--- src/rtl/sevenseg_scanner.sv ---
// sevenseg_scanner: 4-digit time-multiplexed scan controller feeding a
// seven-segment decoder. Frame-synchronous value update, per-slot blank
// guard interval to stop ghosting, optional leading-zero blanking.
module sevenseg_scanner #(
  parameter int DIV   = 50000,
  parameter int GUARD = 16
) (
  input  logic        clk,
  input  logic        rst_n,
  input  logic        load,
  input  logic [15:0] value,
  input  logic [3:0]  dp_in,
  input  logic        blank_lz,
  output logic [3:0]  nibble,
  output logic        dig_en,
  output logic [3:0]  an,
  output logic        dp
);

  localparam int CW = $clog2(DIV);
  localparam logic [CW-1:0] LAST = CW'(DIV - 1);
  localparam logic [CW-1:0] GRD  = CW'(GUARD);

  logic [CW-1:0] cnt, cnt_nx;
  logic [1:0]    idx, idx_nx;
  logic [15:0]   shadow, shadow_nx, disp, disp_nx;
  logic [3:0]    shadow_dp, shadow_dp_nx, disp_dp, disp_dp_nx;
  logic          pending, pending_nx;
  logic          wrap, boundary;

  logic [3:0]    nibble_nx, an_nx;
  logic          dig_en_nx, dp_nx;
  logic          guard_nx, lz_nx;

  // Slot counter / digit index advance, frame-boundary value handoff.
  always_comb begin
    wrap         = (cnt == LAST);
    boundary     = wrap && (idx == 2'd3);
    cnt_nx       = wrap ? '0 : cnt + CW'(1);
    idx_nx       = wrap ? idx + 2'd1 : idx;
    shadow_nx    = shadow;
    shadow_dp_nx = shadow_dp;
    pending_nx   = pending;
    disp_nx      = disp;
    disp_dp_nx   = disp_dp;
    if (boundary) begin
      // A load on the boundary itself goes straight to the display and
      // supersedes any older shadow.
      pending_nx = 1'b0;
      if (load) begin
        disp_nx    = value;
        disp_dp_nx = dp_in;
      end else if (pending) begin
        disp_nx    = shadow;
        disp_dp_nx = shadow_dp;
      end
    end else if (load) begin
      shadow_nx    = value;
      shadow_dp_nx = dp_in;
      pending_nx   = 1'b1;
    end
  end

  // Output decode from next-state so the registered outputs line up with
  // the cnt/idx they describe.
  always_comb begin
    guard_nx  = (cnt_nx < GRD);
    nibble_nx = disp_nx[{idx_nx, 2'b00} +: 4];
    case (idx_nx)
      2'd1:    lz_nx = (disp_nx[15:4] == 12'h000);
      2'd2:    lz_nx = (disp_nx[15:8] == 8'h00);
      2'd3:    lz_nx = (disp_nx[15:12] == 4'h0);
      default: lz_nx = 1'b0;
    endcase
    an_nx     = 4'b0000;
    dig_en_nx = 1'b0;
    dp_nx     = 1'b0;
    if (!guard_nx) begin
      an_nx     = 4'b0001 << idx_nx;
      dp_nx     = disp_dp_nx[idx_nx];
      dig_en_nx = !(blank_lz && lz_nx);
    end
  end

  // State and output registers.
  always_ff @(posedge clk or negedge rst_n) begin
    if (!rst_n) begin
      cnt       <= '0;
      idx       <= 2'd0;
      shadow    <= 16'h0000;
      shadow_dp <= 4'h0;
      pending   <= 1'b0;
      disp      <= 16'h0000;
      disp_dp   <= 4'h0;
      nibble    <= 4'h0;
      dig_en    <= 1'b0;
      an        <= 4'b0000;
      dp        <= 1'b0;
    end else begin
      cnt       <= cnt_nx;
      idx       <= idx_nx;
      shadow    <= shadow_nx;
      shadow_dp <= shadow_dp_nx;
      pending   <= pending_nx;
      disp      <= disp_nx;
      disp_dp   <= disp_dp_nx;
      nibble    <= nibble_nx;
      dig_en    <= dig_en_nx;
      an        <= an_nx;
      dp        <= dp_nx;
    end
  end

endmodule

--- config.mk ---
export PLATFORM = sky130hd
export DESIGN_NAME = sevenseg_scanner
export DESIGN_NICKNAME = d
export VERILOG_FILES = /design/src/rtl/sevenseg_scanner.sv
export SDC_FILE = /design/constraint.sdc
export NUM_CORES = 1
export LEC_CHECK = 0
export CORE_UTILIZATION = 45
export DETAILED_ROUTE_END_ITERATION = 8
export HOLD_SLACK_MARGIN = 0.12
export PLACE_DENSITY_LB_ADDON = 0.2
export SLEW_MARGIN = 20
export SYNTH_ARGS = -nofsm -noshare
export SYNTH_HDL_FRONTEND = slang
export SYNTH_SLANG_ARGS = --single-unit
--- constraint.sdc ---
create_clock -name clk -period 4.1 [get_ports clk]
set_clock_uncertainty 0.15 [all_clocks]
set_input_delay 0.82 -clock clk [delete_from_list [all_inputs] [get_ports clk]]
set_output_delay 0.82 -clock clk [all_outputs]
set_load 0.05 [all_outputs]
==> results of run 1 <==
area by class of cell:
cell class                 instances  area [um2]
multi-input combinational        214        1450
clock inverter                     7        90.1
tap                               99         124
sequential                        69        1730
fill                             671        3300
clock buffer                       9         124
inverter                          21        78.8
timing repair buffer              38         365
path summary, 6_finish.rpt:
check	endpoint	slack, ns	depth (start not counted)
max reg2reg	nibble[2]$_DFF_PN0_	1.14	7
min	shadow[6]$_DFFE_PN0P_	0.31	1
min in group clk	shadow[5]$_DFFE_PN0P_	0.34	2
min reg2reg	shadow[5]$_DFFE_PN0P_	0.34	2
max	nibble[2]$_DFF_PN0_	1.14	7
max in group asynchronous	an[3]$_DFF_PN0_	2.84	2
kinds of logic after synthesis:
group | count (synthesis)
AO/OA/AOI/OAI | 66
XOR/XNOR | 14
adder cells (fa/ha/maj) | 2
buffers and inverters | 38
flip-flops | 69
multiplexers | 21
AND/OR/NAND/NOR | 111
state kept, by name (all words and copies together) (netlist names):
signal	flops
shadow_dp	4
cnt	16
dp	1
an	4
nibble	4
disp_dp	4
dig_en	1
shadow	16
idx	2
pending	1
disp	16
synth_stat cells (2+ instances only):
library cell,count,area [um2]
a211oi_1,3,22.5
a21boi_1,2,15.0
a21o_1,3,22.5
a21oi_1,4,20.0
a31oi_1,12,75.1
a32oi_1,6,52.6
a41oi_1,2,17.5
and2_1,3,18.8
and3_1,3,18.8
and4_1,2,17.5
and4_4,2,22.5
buf_2,4,20.0
buf_6,8,90.1
clkbuf_1,5,18.8
dfrtp_1,69,1730
ha_1,2,25.0
inv_1,21,78.8
mux2_2,18,203
mux2i_1,3,30.0
nand2_1,19,71.3
nand3_1,17,85.1
nand3b_1,4,30.0
nor2_1,32,120
nor2_2,2,12.5
nor3_1,10,50.1
nor4_1,3,18.8
nor4b_4,2,47.6
o211ai_1,3,22.5
o21ai_0,13,65.1
o22ai_1,11,68.8
xnor2_1,4,35.0
xor2_1,10,87.6
worst max-delay path, delay by kind of cell, from the launching register on:
| kind | cells | cell delay (ns) |
|---|---|---|
| DFF | 1 | 0.41 |
| AOI/OAI and AO/OA | 2 | 0.38 |
| and+or+nand+nor | 2 | 0.46 |
| xor gates and xnor gates | 1 | 0.85 |
| adders and majority gates | 1 | 0.25 |
| buffers and inverters | 1 | 0.36 |
per-layer routing:
metal	wire, um	up-vias	share of wire (%)
met5	0	-	0
met3	349	7	4.9
met4	96	0	1.3
met1	3280	1207	46
li1	-	1214	-
met2	3420	69	48
power by group through the flow:
stage	clock network [mW]	registers, mW	logic [mW]
floorplan	0	0.723	0.0394
global route	0.640	0.716	0.0981
CTS	0.610	0.713	0.0885
detailed placement	0	0.726	0.0882
global placement	0	0.726	0.0870
finish	0.595	0.714	0.0865
cells in the final DEF (no fill, tap or decap), drive strengths merged, types with 6 or more instances in the layout:
master and instances:
a31oi 12, a32oi 6, buf 6, clkbuf 9
clkdlybuf4s50 32, dfrtp 69, inv 21, mux2 18
nand2 20, nand3 17, nor2 34, nor3 11
o21ai 13, o22ai 11, xor2 10
per-stage QoR:
stage | utilization [%] | worst slack, ns
global route | 54.6 | 1.01
finish | 54.6 | 1.14
detailed placement | 51.6 | 0.986
CTS | 54.5 | 1.14
global placement | 51.6 | 1.07
floorplan | - | 1.76
==> summary.txt, run 1 <==
Detailed routing
  – DR iter-0 viols: 120
  – Residual DRC: 0
  – Routed WL: 7.14 mm
  – Via Count: 2497
  – DR WL/cell: 15.6 um
  – Vias per cell: 5.46
  – Post-route antenna net violation count: 0
  – Drt pass-1 iters: 4

Clock tree
  – Cts hold-fix bufs: 0
  – H-tree levels: 3
  – CTS Buf Count: 9
  – Post-CTS setup buffer count: 0
  – Reg clk slew, reported paths: 0.07 ns
  – CTS Root Buffer Type: clkbuf_8
  – Worst skew pair latency: 0.35 ns
  – Clk sinks: 69
  – CTS resizes: 0
  – CTS tree: built
  – Max clock buf depth: 2

Floorplan
  – Chip width: 88.7 um
  – Core area: 7250 um2
  – Ports: 34
  – Die Ht: 88.7 um
  – DIE AREA: 7870 um2
  – Initial Util: 46.6%
  – Site row count: 31

Placement
  – GPL Wtd Cong: 0.805
  – DP Cell Count: 441
  – DP Area: 3740 um2
  – DP Wirelength: 5.01 mm
  – PortBufs: 33

Timing
  – Min Tclk post-route: 2.96 ns
  – Hold Slack: 0.312 ns
  – RSZ-0062 raised after global routing: no
  – # setup viols final: 0
  – Final period utilization: 72.1%
  – Slew at the pin with the worst max-slew slack: 1.08 ns
  – Final hold vios: 0
  – Max-slew violations: 0
  – Max frequency: 0.338 GHz
  – Sum of negative setup slack: 0 ns
  – Max-slew headroom: 27.7%

Final layout
  – Ratio of cells with drive above 1 in the final layout: 15.1%
  – Synth-to-layout area growth: 17.0%
  – # nets final: 379
  – Final instance area: 3960 um2
  – Post-Layout Cell Count: 457
  – N_diodes: 0

Run
  – Number of max-cap violations: 0

Power
  – Comb pwr share: 6.2%
  – Cell Int Power: 1.09 mW
  – Tot Pwr: 1.40 mW
  – Power Dens Cells: 353 nW/um2
  – Leak Pwr: 1.76 nW
  – Sw power: 0.309 mW
  – Clock power frac: 42.7%
  – Sw Share: 22.2%
  – Worst vdd ir: 0.259 mV
  – Seq pwr share: 51.1%

Critical path
  – Setup crit start: cnt[0]$_DFF_PN0_
  – Slowest stage delay, CP: 0.85 ns
  – CP Cell Sequence: ha_1, and3_1, and4_4, xnor2_1, inv_1, o211ai_1, a21boi_1
  – Crit path max fanout: 13
  – FF-to-FF Start: cnt[0]$_DFF_PN0_
  – Crit path kind: reg2reg
  – Crit end category: flop
  – Required time of the critical path: 4.21 ns
  – Slowest CP cell: xnor2_1
  – Worst EP arrival: 3.07 ns
  – Startpoint types: flop

Synth
  – Main synth FF type: dfrtp_1
  – Mux contribution to synthesized area: 6.88%
  – Synth Area in XOR/XNOR: 3.62%
  – Largest family of logic cells by synthesized area: simple AND/OR/NAND/NOR gates
  – Number of synthesized flops with an enable pin: 0
  – Post-synthesis adder-cell area fraction: 0.740%
  – Avg Cell Area, Syn: 10.5 um2
  – Post-Synth Simple-Gate Area: 18.5%
  – Sequential share of the synthesized area: 51.0%
  – Synthesized instance count: 321
  – Yosys warns: 0
  – FF+latch count, synth: 69
  – Post-synthesis cell area: 3380 um2
  – Syn nets: 347
  – Distinct cells, synth: 51
  – Post-synthesis compound-gate area fraction: 13.1%
  – FFs w/ async S/R, synth: 100%

Global route
  – Routing usage on met3: 5.69%
  – First-pass GRT wire length: 12.0 mm
  – Initial antenna violation count: 0
  – Global routing's busiest layer: met2
  – Gr usage total: 20.4%
  – Congestion Overflow GR: 0
  – Largest net degree at the start of global routing: 47
  – M1 GR Usage: 28.4%
  – Vias in the first global route: 2419
  – Met2 usage: 30.5%

Hold path
  – Min-delay worst type: in2async

Status
  – Status: complete, no violations
Note: power is estimated with default switching activity, not from simulation.
==> run 2, diff against run 1 <==
==> constraint.sdc (replaced) <==
create_clock -name clk -period 2.8 [get_ports clk]
set_clock_uncertainty 0.15 [all_clocks]
set_input_delay 0.56 -clock clk [delete_from_list [all_inputs] [get_ports clk]]
set_output_delay 0.56 -clock clk [all_outputs]
set_load 0.05 [all_outputs]
==> summary.txt, run 2 (synthesis gave the netlist of run 1 again) <==
Clock tree
  – CTS tree: built
  – Worst skew pair latency: 0.34 ns
  – Max clock buf depth: 2
  – Clk sinks: 69
  – Reg clk slew, reported paths: 0.07 ns
  – H-tree levels: 3
  – CTS Buf Count: 9
  – CTS Root Buffer Type: clkbuf_8

Detailed routing
  – Residual DRC: 0
  – Routed WL: 7.62 mm
  – Drt pass-1 iters: 4
  – DR iter-0 viols: 177
  – Vias per cell: 5.57
  – Post-route antenna net violation count: 0
  – Via Count: 2579
  – DR WL/cell: 16.5 um

Timing
  – Max-slew violations: 0
  – Final hold vios: 0
  – Max frequency: 0.376 GHz
  – Max-slew headroom: 62.8%
  – RSZ-0062 raised after global routing: yes
  – Min Tclk post-route: 2.66 ns
  – Final period utilization: 95.0%
  – # setup viols final: 0
  – Slew at the pin with the worst max-slew slack: 0.544 ns

Floorplan
  – Core area: 7250 um2
  – Ports: 34
  – Site row count: 31
  – Die Ht: 88.7 um
  – DIE AREA: 7870 um2
  – Initial Util: 46.6%
  – Chip width: 88.7 um

Global route
  – Global routing's busiest layer: met2
  – Congestion Overflow GR: 0
  – First-pass GRT wire length: 12.1 mm
  – Routing usage on met3: 5.78%
  – M1 GR Usage: 28.5%
  – Gr usage total: 20.8%
  – Vias in the first global route: 2441
  – Met2 usage: 32.4%
  – Largest net degree at the start of global routing: 30
  – Initial antenna violation count: 0

Power
  – Tot Pwr: 1.87 mW
  – Power Dens Cells: 470 nW/um2
  – Worst vdd ir: 0.263 mV
  – Leak Pwr: 1.78 nW

Hold path
  – Min-delay worst type: reg2reg

Final layout
  – Final instance area: 3990 um2
  – Most frequent cells in the layout: dfrtp_1 (69), nor2_1 (32), clkdlybuf4s50_1 (32)
  – # nets final: 386
  – Fillcell total: 664
  – Commonest non-fill, non-tap cell in the layout: dfrtp_1
  – Ratio of cells with drive above 1 in the final layout: 16.2%
  – Synth-to-layout area growth: 17.8%
  – Top flop regs: cnt x16, disp x16, shadow x16
  – N_diodes: 0

Placement
  – DP Area: 3790 um2
  – GPL Wtd Cong: 0.808
  – PortBufs: 33
  – DP Wirelength: 5.20 mm

Critical path
  – Worst EP arrival: 2.71 ns
  – Crit path max fanout: 11
  – Crit end category: flop
  – Startpoint types: flop
  – Required time of the critical path: 2.85 ns
  – Crit path kind: reg2reg

Run
  – Number of max-cap violations: 0

Status
  – Status: complete, no violations
run 2: metrics by stage:
step | hold WS, ns | setup WS [ns] | cells | TNS [ns] | utilization (%)
global route | 0.354 | -0.0105 | 463 | -0.0105 | 54.9
detailed placement | 0.328 | 0.138 | 446 | 0 | 52.3
CTS | 0.341 | 0.130 | 462 | 0 | 54.7
global placement | 0.312 | 0.164 | 446 | 0 | 52.3
floorplan | 0.114 | 0.457 | 321 | 0 | -
finish | 0.338 | 0.141 | 463 | 0 | 54.9
run 2: cell type report:
cell class,instances,area [um2],area share (%)
Clock buffer,11,141,3.55
Clock inverter,4,25.0,0.628
Inverter,21,78.8,1.98
Multi-Input combinational cell,215,1470,36.8
Sequential cell,69,1730,43.3
Tap cell,99,124,3.11
Timing Repair Buffer,44,423,10.6
run 2: final timing paths:
check,start,endpoint,slack [ns],cells after the start
setup / recovery,cnt[4]$_DFF_PN0_,nibble[0]$_DFF_PN0_,0.14,7
hold / removal,shadow[13]$_DFFE_PN0P_,shadow[13]$_DFFE_PN0P_,0.34,2
setup reg to reg,cnt[4]$_DFF_PN0_,nibble[0]$_DFF_PN0_,0.14,7
hold reg to reg,shadow[13]$_DFFE_PN0P_,shadow[13]$_DFFE_PN0P_,0.34,2
max in group asynchronous,rst_n,an[2]$_DFF_PN0_,1.21,3
min in group asynchronous,rst_n,shadow[9]$_DFFE_PN0P_,0.57,2
run 2: report_power, final:
| group | leakage [nW] | total [mW] | internal, mW | switching [mW] |
|---|---|---|---|---|
| Sequential | 0.858 | 1.04 | 1.03 | 0.0159 |
| Clock | 0.0812 | 0.696 | 0.338 | 0.358 |
| Combinational | 0.840 | 0.132 | 0.0695 | 0.0628 |
run 2: layer usage:
metal  part of all wire, %  vias to the layer above
met4                  0.89                        0
met3                   4.8                        6
li1                      -                     1230
met2                    47                       59
met5                     0                        -
met1                    47                     1284
run 2: timing repair:
| action | in CTS | in global routing |
|---|---|---|
| hold buffers | 1 | 0 |
| endpoints found under the hold margin | 20 | 0 |
| setup buffers | 0 | 0 |
| endpoints found under the setup margin | 0 | 2 |
| gates resized for setup | 0 | 1 |
run 2: worst max-delay path, cell delays in order (launching register included):
cell and delay (ns):
dfrtp_1 0.46, nor4b_4 0.49, and4_4 0.38, and2_4 0.25, o22ai_1 0.09, a21o_1 0.18, and2_1 0.15, o31ai_1 0.36
==> run 3, diff against run 2 <==
--- a/config.mk
+++ b/config.mk
@@ -5,8 +5,10 @@
 export SDC_FILE = /design/constraint.sdc
 export NUM_CORES = 1
 export LEC_CHECK = 0
+export ABC_AREA = 1
 export CORE_UTILIZATION = 45
 export DETAILED_ROUTE_END_ITERATION = 8
+export DONT_BUFFER_PORTS = 1
 export HOLD_SLACK_MARGIN = 0.12
 export PLACE_DENSITY_LB_ADDON = 0.2
 export SLEW_MARGIN = 20
==> summary.txt, run 3 <==
Clock tree
  – Worst skew pair latency: 0.35 ns
  – CTS Buf Count: 9
  – CTS Root Buffer Type: clkbuf_8
  – Reg clk slew, reported paths: 0.07 ns
  – CTS tree: built
  – Post-CTS setup buffer count: 0
  – Clk sinks: 69
  – Max clock buf depth: 2
  – H-tree levels: 3

Detailed routing
  – DR WL/cell: 13.5 um
  – Routed WL: 7.78 mm
  – Residual DRC: 0
  – Via Count: 2837
  – DR iter-0 viols: 198
  – Vias per cell: 4.92
  – Drt pass-1 iters: 5
  – Post-route antenna net violation count: 0

Timing
  – Sum of negative setup slack: 0 ns
  – Max-slew violations: 0
  – Max frequency: 0.425 GHz
  – Max-slew headroom: 56.6%
  – Slew at the pin with the worst max-slew slack: 0.651 ns
  – # setup viols final: 0
  – Final period utilization: 84.0%
  – Hold Slack: 0.198 ns
  – Final hold vios: 0
  – Min Tclk post-route: 2.35 ns
  – RSZ-0062 raised after global routing: no

Global route
  – First-pass GRT wire length: 13.5 mm
  – Routing usage on met3: 5.19%
  – Global routing's busiest layer: met2
  – Met2 usage: 32.6%
  – M1 GR Usage: 28.2%
  – Vias in the first global route: 2853
  – Congestion Overflow GR: 0
  – Initial antenna violation count: 0
  – Gr usage total: 21.0%
  – Largest net degree at the start of global routing: 70

Final layout
  – Core Util, Final: 50.9%
  – Synth-to-layout area growth: 9.67%
  – Commonest non-fill, non-tap cell in the layout: nand2_1
  – N_diodes: 0
  – Most frequent cells in the layout: nand2_1 (158), dfrtp_1 (69), inv_1 (59)
  – Top flop regs: cnt x16, disp x16, shadow x16
  – Ratio of cells with drive above 1 in the final layout: 10.3%
  – # nets final: 497

Synth
  – Avg Cell Area, Syn: 7.71 um2
  – Sequential share of the synthesized area: 48.2%
  – Distinct cells, synth: 31
  – FF+latch count, synth: 69
  – Top-count cell post-synth: nand2_1
  – FFs w/ async S/R, synth: 100%
  – Post-synthesis cell area: 3580 um2
  – Share of Yosys cell area claimed by the top area cell type: 48.2%
  – Number of synthesized flops with an enable pin: 0
  – Yosys warns: 0
  – Syn nets: 491
  – Main synth FF type: dfrtp_1
  – Post-synth top cells: nand2_1 (158), dfrtp_1 (69), inv_1 (59)
  – Top post-synthesis cells by area: dfrtp_1 (48%), nand2_1 (17%), inv_1 (6.2%), nor2_1 (5.2%), mux2_2 (3.8%)
  – Synthesized instance count: 465
  – Area leader, netlist: dfrtp_1

Floorplan
  – Core area: 7730 um2
  – Chip width: 91.2 um
  – DIE AREA: 8320 um2
  – Site row count: 32
  – Die Ht: 91.2 um
  – Ports: 34
  – Initial Util: 46.4%

Run
  – Number of max-cap violations: 0

Critical path
  – CP Cell Sequence: ha_1, nand3_1, nand2_1, nand2_1, nor2_1, nand2_1, nor2_1, nand2_1, nor2_1, nor2_1
  – Crit path max fanout: 12
  – Slowest CP cell: ha_1
  – Crit path kind: reg2reg
  – Crit end category: flop
  – Slowest stage delay, CP: 0.47 ns
  – Worst EP arrival: 2.43 ns
  – Required time of the critical path: 2.88 ns
  – Startpoint types: flop

Status
  – Status: complete, no violations

Placement
  – DP Wirelength: 5.71 mm
  – GPL Wtd Cong: 0.911
  – PortBufs: 0

Hold path
  – Min-delay worst type: in2reg

Power
  – Power Dens Cells: 524 nW/um2
  – Tot Pwr: 2.06 mW
  – Leak Pwr: 2.03 nW
  – Worst vdd ir: 0.270 mV
[run 3: changes by cell type after synthesis, sizes merged, moves of 8 or more]
cell / previous run / this run
inv: 21 / 64
nand2: 20 / 162
o21ai: 13 / 23
nor2: 34 / 59
a31oi: 12 / 0
buf: 12 / 2
xor2: 10 / 2
nand3: 17 / 27
[run 3: metrics by stage]
| step | setup WS [ns] | area (um2) | std cells |
|---|---|---|---|
| 2_1_floorplan | 0.806 | 3580 | 465 |
| 4_1_cts | 0.438 | 3930 | 577 |
| 5_1_grt | 0.177 | 3930 | 577 |
| 3_3_place_gp | 0.397 | 3680 | 560 |
| 3_5_place_dp | 0.395 | 3680 | 560 |
| 6_report | 0.447 | 3930 | 577 |
[run 3: logic make-up after synthesis]
| group | Yosys count | synth area share, % |
|---|---|---|
| flip-flops | 69 | 48.2 |
| AND/OR/NAND/NOR | 263 | 31.3 |
| XOR/XNOR | 3 | 1.26 |
| multiplexers | 12 | 3.77 |
| buffers and inverters | 73 | 7.79 |
| adder cells (fa/ha/maj) | 2 | 0.698 |
| AO/OA/AOI/OAI | 43 | 6.98 |
[run 3: cell type report]
class	count	area, um2
repair buffers	2	37.5
flip-flops and latches	69	1730
well taps	102	128
clock buffers	10	138
inverters	66	248
clock inverters	5	75.1
multi-input cells	323	1580
fillers	760	3800
[run 3: power breakdown]
group / switching, mW / internal (mW) / leakage, nW
Combinational: 0.0678 / 0.0467 / 1.10
Sequential: 0.0265 / 1.03 / 0.820
Clock: 0.372 / 0.516 / 0.112
Total: 0.466 / 1.59 / 2.03
[run 3: per-layer routing]
metal	wire [um]	vias to the layer above
met4	137	0
met2	3580	60
met3	359	13
met5	0	-
li1	-	1468
met1	3710	1296
[run 3: worst paths after layout]
path / cells past startpoint / slack, ns / to / startpoint
setup / recovery: 10 / 0.45 / dig_en$_DFF_PN0_ / idx[0]$_DFF_PN0_
hold reg to reg: 1 / 0.31 / cnt[0]$_DFF_PN0_ / cnt[0]$_DFF_PN0_
max in group asynchronous: 2 / 1.59 / cnt[5]$_DFF_PN0_ / rst_n
min in group asynchronous: 2 / 0.58 / shadow[11]$_DFFE_PN0P_ / rst_n
setup reg to reg: 10 / 0.45 / dig_en$_DFF_PN0_ / idx[0]$_DFF_PN0_
hold / removal: 2 / 0.20 / pending$_DFFE_PN0P_ / load
[run 3: worst max-delay path: cells and delay by family, from the launching register on]
kind	cells	cell delay, ns
flops	1	0.44
fa+ha+maj	1	0.47
simple gates	9	1.19
[run 3: repair_timing]
item / CTS / global route
resized for setup: 0 / 0
hold endpoints to repair: 69 / 0
endpoints found under the setup margin: 0 / 0
hold buffers: 2 / 0
